===== config.mk =====
export PLATFORM = sky130hd
export DESIGN_NAME = matmul_sequencer
export DESIGN_NICKNAME = d
export VERILOG_FILES = /design/src/rtl/matmul_pkg.sv /design/src/rtl/matmul_idx_counter.sv /design/src/rtl/matmul_sequencer.sv
export SDC_FILE = /design/constraint.sdc
export NUM_CORES = 1
export LEC_CHECK = 0
export BUFFER_PORTS_ARGS = -buffer_cell sky130_fd_sc_hd__buf_2
export CAP_MARGIN = 20
export CORE_MARGIN = 4
export CORE_UTILIZATION = 55
export DETAILED_ROUTE_END_ITERATION = 6
export PLACE_DENSITY = 0.77
export RECOVER_POWER = 100
export SLEW_MARGIN = 20
export SYNTH_ARGS = -nofsm -noshare
export SYNTH_HDL_FRONTEND = slang
export SYNTH_HIERARCHICAL = 1
export SYNTH_SLANG_ARGS = --single-unit

===== constraint.sdc =====
create_clock -name clk -period 2.5 [get_ports clk]
set_input_delay 0.375 -clock clk [delete_from_list [all_inputs] [get_ports clk]]
set_output_delay 0.375 -clock clk [all_outputs]
set_load 0.01 [all_outputs]

===== src/rtl/matmul_pkg.sv =====
// matmul_pkg: state encoding and widths shared by the matmul
// sequencer, operand storage, MAC and output blocks.
package matmul_pkg;

  localparam int N_DEF  = 3;
  localparam int AW_DEF = $clog2(N_DEF * N_DEF);
  localparam int OP_W   = 8;
  localparam int C_W    = 18;

  typedef enum logic [2:0] {
    IDLE,
    ISSUE,
    DRAIN,
    WRITE,
    DONE
  } state_e;

endpackage


===== src/rtl/matmul_idx_counter.sv =====
// matmul_idx_counter: nested i/j/k walk over C in row-major order,
// with the derived A/B/C element indices.
module matmul_idx_counter
  import matmul_pkg::*;
#(
  parameter  int N  = N_DEF,
  localparam int AW = $clog2(N * N)
) (
  input  logic          clk,
  input  logic          reset,
  input  logic          clr_i,
  input  logic          inc_k_i,
  input  logic          next_el_i,
  output logic          k_first_o,
  output logic          k_last_o,
  output logic          el_last_o,
  output logic [AW-1:0] a_idx_o,
  output logic [AW-1:0] b_idx_o,
  output logic [AW-1:0] c_idx_o
);

  localparam logic [AW-1:0] NV = AW'(N);
  localparam logic [AW-1:0] NL = AW'(N - 1);

  logic [AW-1:0] i_q, i_d;
  logic [AW-1:0] j_q, j_d;
  logic [AW-1:0] k_q, k_d;

  always_ff @(posedge clk or posedge reset) begin
    if (reset) begin
      i_q <= '0;
      j_q <= '0;
      k_q <= '0;
    end else begin
      i_q <= i_d;
      j_q <= j_d;
      k_q <= k_d;
    end
  end

  always_comb begin
    i_d = i_q;
    j_d = j_q;
    k_d = k_q;
    unique case (1'b1)
      clr_i: begin
        i_d = '0;
        j_d = '0;
        k_d = '0;
      end
      next_el_i: begin
        k_d = '0;
        j_d = (j_q == NL) ? '0 : j_q + 1'b1;
        if (j_q == NL)
          i_d = (i_q == NL) ? '0 : i_q + 1'b1;
      end
      inc_k_i: k_d = (k_q == NL) ? '0 : k_q + 1'b1;
      default: ;
    endcase
  end

  assign k_first_o = (k_q == '0);
  assign k_last_o  = (k_q == NL);
  assign el_last_o = (i_q == NL) && (j_q == NL);

  assign a_idx_o = i_q * NV + k_q;
  assign b_idx_o = k_q * NV + j_q;
  assign c_idx_o = i_q * NV + j_q;

endmodule


===== src/rtl/matmul_sequencer.sv =====
// matmul_sequencer: drives one shared MAC through an NxN matrix
// multiply, issuing operand reads and C writebacks.
module matmul_sequencer
  import matmul_pkg::*;
#(
  parameter  int N       = N_DEF,
  parameter  int MAC_LAT = 1,
  localparam int AW      = $clog2(N * N)
) (
  input  logic          clk,
  input  logic          reset,
  input  logic          start,
  input  logic          abort,
  input  logic          op_ready,
  output logic [AW-1:0] a_addr,
  output logic [AW-1:0] b_addr,
  output logic          mac_en,
  output logic          mac_clr,
  output logic          c_wr,
  output logic [AW-1:0] c_addr,
  output logic          busy,
  output logic          done
);

  localparam logic [2:0] DRAIN_END = 3'(MAC_LAT - 1);

  state_e        state_q, state_d;
  logic [2:0]    drain_q, drain_d;
  logic [AW-1:0] a_addr_q, a_addr_d;
  logic [AW-1:0] b_addr_q, b_addr_d;
  logic [AW-1:0] c_addr_q, c_addr_d;
  logic          mac_en_q, mac_en_d;
  logic          mac_clr_q, mac_clr_d;
  logic          c_wr_q, c_wr_d;
  logic          busy_q, busy_d;
  logic          done_q, done_d;

  logic          clr, inc_k, next_el;
  logic          k_first, k_last, el_last;
  logic [AW-1:0] a_idx, b_idx, c_idx;
  logic          run;

  matmul_idx_counter #(.N(N)) u_idx (
    .clk       (clk),
    .reset     (reset),
    .clr_i     (clr),
    .inc_k_i   (inc_k),
    .next_el_i (next_el),
    .k_first_o (k_first),
    .k_last_o  (k_last),
    .el_last_o (el_last),
    .a_idx_o   (a_idx),
    .b_idx_o   (b_idx),
    .c_idx_o   (c_idx)
  );

  assign run = (state_q == ISSUE) || (state_q == DRAIN)
            || (state_q == WRITE);

  always_comb begin
    state_d   = state_q;
    drain_d   = drain_q;
    a_addr_d  = a_addr_q;
    b_addr_d  = b_addr_q;
    c_addr_d  = c_addr_q;
    mac_en_d  = 1'b0;
    mac_clr_d = 1'b0;
    c_wr_d    = 1'b0;
    busy_d    = 1'b0;
    done_d    = 1'b0;
    clr       = 1'b0;
    inc_k     = 1'b0;
    next_el   = 1'b0;
    // abort outranks every in-run action, including a pending write
    if (run && abort) begin
      state_d = IDLE;
      drain_d = '0;
      clr     = 1'b1;
    end else begin
      unique case (state_q)
        IDLE: if (start) state_d = ISSUE;
        ISSUE: begin
          busy_d = 1'b1;
          if (op_ready) begin
            mac_en_d  = 1'b1;
            mac_clr_d = k_first;
            a_addr_d  = a_idx;
            b_addr_d  = b_idx;
            inc_k     = 1'b1;
            if (k_last) begin
              state_d = DRAIN;
              drain_d = '0;
            end
          end
        end
        DRAIN: begin
          busy_d = 1'b1;
          if (drain_q == DRAIN_END) begin
            state_d = WRITE;
            drain_d = '0;
          end else begin
            drain_d = drain_q + 3'd1;
          end
        end
        WRITE: begin
          busy_d   = 1'b1;
          c_wr_d   = 1'b1;
          c_addr_d = c_idx;
          next_el  = 1'b1;
          state_d  = el_last ? DONE : ISSUE;
        end
        DONE: begin
          done_d  = 1'b1;
          clr     = 1'b1;
          state_d = start ? ISSUE : IDLE;
        end
        default: state_d = IDLE;
      endcase
    end
  end

  always_ff @(posedge clk or posedge reset) begin
    if (reset) begin
      state_q   <= IDLE;
      drain_q   <= '0;
      a_addr_q  <= '0;
      b_addr_q  <= '0;
      c_addr_q  <= '0;
      mac_en_q  <= 1'b0;
      mac_clr_q <= 1'b0;
      c_wr_q    <= 1'b0;
      busy_q    <= 1'b0;
      done_q    <= 1'b0;
    end else begin
      state_q   <= state_d;
      drain_q   <= drain_d;
      a_addr_q  <= a_addr_d;
      b_addr_q  <= b_addr_d;
      c_addr_q  <= c_addr_d;
      mac_en_q  <= mac_en_d;
      mac_clr_q <= mac_clr_d;
      c_wr_q    <= c_wr_d;
      busy_q    <= busy_d;
      done_q    <= done_d;
    end
  end

  assign a_addr  = a_addr_q;
  assign b_addr  = b_addr_q;
  assign c_addr  = c_addr_q;
  assign mac_en  = mac_en_q;
  assign mac_clr = mac_clr_q;
  assign c_wr    = c_wr_q;
  assign busy    = busy_q;
  assign done    = done_q;

endmodule


==> flow_results.xml <==
<?xml version="1.0" encoding="UTF-8"?>
<metrics>
  <group name="sta">
    <metric name="maxSlewHeadroom" unit="%">42.7</metric>
    <metric name="timing.final.max_slew_violations" unit="">0</metric>
    <metric name="worst_slack" unit="ps">137</metric>
    <metric name="timing.fmax" unit="MHz">423</metric>
    <metric name="min_period" unit="ps">2360</metric>
    <metric name="tightestPinTransition" unit="ps">859</metric>
    <metric name="sum_of_negative_setup_slack" unit="ps">0</metric>
    <metric name="setup_viol_count_final" unit="">0</metric>
    <metric name="finalHoldViolations" unit="">0</metric>
    <metric name="period_share" unit="%">94.5</metric>
    <metric name="fin_skew" unit="ps">5.96</metric>
    <metric name="rsz_0062_raised_after_global_routing" unit="">no</metric>
  </group>
  <group name="cts">
    <metric name="worstSkewPairLatency" unit="ps">290</metric>
    <metric name="cts-root-to-sink-buffers" unit="">2</metric>
    <metric name="ctsRootBufferMaster" unit="">clkbuf_8</metric>
    <metric name="tritoncts" unit="">yes</metric>
    <metric name="clkSinkCount" unit="">35</metric>
    <metric name="clk_transition_reported_paths" unit="ps">70</metric>
    <metric name="postCtsResizedCells" unit="">0</metric>
    <metric name="total_number_of_h_tree_levels" unit="">2</metric>
    <metric name="postCtsHoldBufs" unit="">0</metric>
    <metric name="cts-buffers-inserted" unit="">5</metric>
    <metric name="cts_setup_buffers" unit="">0</metric>
  </group>
  <group name="placement">
    <metric name="place_congestion" unit="">0.895</metric>
    <metric name="io_buffer_count" unit="">21</metric>
    <metric name="pre_cts_ws" unit="ps">145</metric>
    <metric name="place.detailed.hpwl" unit="µm">3270</metric>
  </group>
  <group name="synthesis">
    <metric name="ys_top_cells_by_area" unit="">dfrtp_1 (40%), ha_1 (12%), mux2_4 (6.2%), fa_1 (5.5%), inv_1 (4.0%)</metric>
    <metric name="post_synth_inst_count" unit="">188</metric>
    <metric name="synth_area" unit="µm²">2170</metric>
    <metric name="ys_ff_latch" unit="">35</metric>
    <metric name="netlist-cell-type-count" unit="">47</metric>
    <metric name="mappedNetlistNets" unit="">220</metric>
    <metric name="ys_warn_count" unit="">6</metric>
    <metric name="synth_top_cell_area_share" unit="%">40.4</metric>
    <metric name="yosys_most_used_dff" unit="">dfrtp_1</metric>
    <metric name="ys_seq_area_share" unit="%">40.4</metric>
    <metric name="synth.largest_area_cell" unit="">dfrtp_1</metric>
    <metric name="synth_async_sr_flop_share" unit="%">100</metric>
    <metric name="avgSynthCellArea" unit="µm²">11.5</metric>
    <metric name="synth-edff-count" unit="">0</metric>
  </group>
  <group name="die">
    <metric name="die_width" unit="µm">70.8</metric>
    <metric name="core" unit="µm²">3740</metric>
    <metric name="initial_utilization" unit="%">57.9</metric>
    <metric name="die_height" unit="µm">70.8</metric>
    <metric name="ioPinCount" unit="">22</metric>
    <metric name="fp.dieArea" unit="µm²">5010</metric>
    <metric name="num_rows" unit="">22</metric>
  </group>
  <group name="power">
    <metric name="switching_power" unit="mW">0.643</metric>
    <metric name="pint" unit="mW">1.12</metric>
    <metric name="p_sw_share" unit="%">36.5</metric>
    <metric name="cell_area_power_density" unit="nW/µm²">754</metric>
    <metric name="power.sequential.fraction" unit="%">45.0</metric>
    <metric name="share_clk_of_total_power" unit="%">22.1</metric>
    <metric name="leakage" unit="nW">1.21</metric>
    <metric name="share_comb_of_total_power" unit="%">32.9</metric>
    <metric name="ir_drop" unit="V">0.000294</metric>
  </group>
  <group name="finish">
    <metric name="final_util" unit="%">62.4</metric>
    <metric name="area.growth.synth_to_final" unit="%">7.79</metric>
    <metric name="num_antenna_cells" unit="">0</metric>
    <metric name="most_common_cell_after_layout_fill_and_taps_aside" unit="">dfrtp_1</metric>
    <metric name="final_layout_size_suffix_gt1_share" unit="%">8.80</metric>
    <metric name="layout_common_cells" unit="">dfrtp_1 (35), inv_1 (23), ha_1 (21), clkbuf_1 (20), mux2_1 (12)</metric>
    <metric name="num-nets-final" unit="">247</metric>
  </group>
  <group name="drt">
    <metric name="route.detailed.drc" unit="">0</metric>
    <metric name="drtIter0Drc" unit="">73</metric>
    <metric name="routed_wl" unit="µm">4140</metric>
    <metric name="wl_per_cell" unit="µm">15.7</metric>
    <metric name="detail_route.first_pass.iterations" unit="">5</metric>
    <metric name="vias" unit="">1446</metric>
    <metric name="ant_nets" unit="">0</metric>
    <metric name="avgViaCountPerCell" unit="">5.48</metric>
  </group>
  <group name="critical_path">
    <metric name="family_with_the_most_delay_on_the_worst_path" unit="">adder cells</metric>
    <metric name="cp.required" unit="ps">2670</metric>
    <metric name="cp_max_fo" unit="">9</metric>
    <metric name="critPathSlowestCell" unit="">fa_1</metric>
    <metric name="end_kind" unit="">register</metric>
    <metric name="worst_path_cell_chain" unit="">fa_1, ha_1, inv_1, fa_1, xnor2_1, xnor2_1, mux2_1</metric>
    <metric name="crit_path_max_incr_delay" unit="ps">570</metric>
    <metric name="crit_buf_inv" unit="">1</metric>
    <metric name="crit_type" unit="">register to register</metric>
    <metric name="startpoint_type" unit="">register</metric>
    <metric name="worst-endpoint-arrival" unit="ps">2530</metric>
  </group>
  <group name="global_routing">
    <metric name="wire_length_of_the_first_global_routing_pass" unit="µm">7300</metric>
    <metric name="antenna_found_initial" unit="">0</metric>
    <metric name="via_count_of_the_first_global_routing_pass" unit="">1595</metric>
    <metric name="gr-usage-all-layers" unit="%">18.4</metric>
    <metric name="global_route.overflow_total" unit="">0</metric>
    <metric name="pin_count_of_the_biggest_net_entering_global_routing" unit="">24</metric>
  </group>
  <group name="run">
    <metric name="max_cap_viol_count" unit="">0</metric>
  </group>
  <group name="run_status">
    <metric name="run_status" unit="">complete, no violations</metric>
  </group>
  <group name="worst_hold_path">
    <metric name="hold_class" unit="">primary input to async pin</metric>
  </group>
</metrics>
==> per-stage QoR <==
stage | cells | total power [mW] | hold slack [ps] | area (µm²)
after floorplan | 188 | 1.24 | 240 | 2170
after global placement | 256 | 1.42 | 420 | 2330
after detailed placement | 256 | 1.46 | 424 | 2330
after CTS | 264 | 1.85 | 115 | 2410
after global routing | 264 | 1.90 | 149 | 2340
final | 264 | 1.76 | 106 | 2340
==> cell usage after synthesis (2+ instances only) <==
| library cell | instances |
|---|---|
| buf_2 | 2 |
| o2bb2ai_1 | 2 |
| fa_1 | 6 |
| o21ai_1 | 5 |
| a21o_1 | 3 |
| xnor2_1 | 6 |
| and3_1 | 2 |
| nor3_1 | 3 |
| mux2_4 | 9 |
| xor2_1 | 5 |
| mux2_1 | 4 |
| dfrtp_1 | 35 |
| ha_1 | 21 |
| nand3b_1 | 2 |
| nor2_1 | 3 |
| and2_1 | 5 |
| o22ai_1 | 2 |
| a21oi_1 | 7 |
| nand2b_1 | 5 |
| nor2b_1 | 2 |
| nand3_1 | 4 |
| nand2_1 | 8 |
| inv_1 | 23 |
==> worst reg2reg max path: cells and delay by family, from the launching register on <==
family / cells / cell delay [ps]
buffers and inverters: 1 / 50
xor gates and xnor gates: 2 / 290
DFF: 1 / 520
muxes: 1 / 280
adders and majority gates: 3 / 1110
==> cells by family (layout without fill, tap and decap cells) <==
kind of cell / after synthesis / count (layout) / synth area share (%)
AO/OA/AOI/OAI: 31 / 31 / 10.3
XOR/XNOR: 11 / 11 / 4.44
adder cells (fa/ha/maj): 27 / 27 / 17.7
buffers and inverters: 26 / 54 / 4.96
flip-flops: 35 / 35 / 40.4
multiplexers: 15 / 15 / 9.29
AND/OR/NAND/NOR: 43 / 43 / 13.0
==> power groups by stage <==
stage	combinational, mW	sequential, mW	clock, mW
6_report	0.580	0.794	0.389
5_1_grt	0.660	0.811	0.426
4_1_cts	0.659	0.795	0.396
3_5_place_dp	0.654	0.805	0
3_3_place_gp	0.624	0.795	0
2_1_floorplan	0.426	0.818	0
==> flip-flops by register name (all words and copies together) (netlist names), 3 cells and up <==
name,count
b_addr,4
state_q,3
drain_q,3
a_addr,4
u_idx/k_q,4
c_addr,4
u_idx/i_q,4
u_idx/j_q,4
==> final timing paths <==
path	start	end	slack, ps	cells past startpoint
hold / removal	reset	u_idx/i_q[2]	110	2
min in group clk	abort	busy	370	2
max in group asynchronous	reset	b_addr[0]	1700	2
setup / recovery	u_idx/k_q[1]	b_addr[3]	140	7
setup reg to reg	u_idx/k_q[1]	b_addr[3]	140	7
hold reg to reg	c_addr[3]	c_addr[3]	490	1
==> final cells by class <==
type                       count  area [µm²]
clock buffer                   7        76.3
clock inverter                 1        5.00
fill                         316        1410
inverter                      23        86.3
multi-input combinational    127        1140
sequential                    35         876
tap                           48        60.1
timing repair buffer          23        95.1
==> metal layers <==
| metal | vias up | GRT usage [%] | share of wire (%) |
|---|---|---|---|
| met3 | 8 | 4.26 | 3.6 |
| met1 | 716 | 20.9 | 42 |
| met5 | - | 0 | 0 |
| met2 | 27 | 33.0 | 52 |
| li1 | 695 | - | - |
| met4 | 0 | 7.72 | 1.9 |
(Power assumes the default switching activity.)
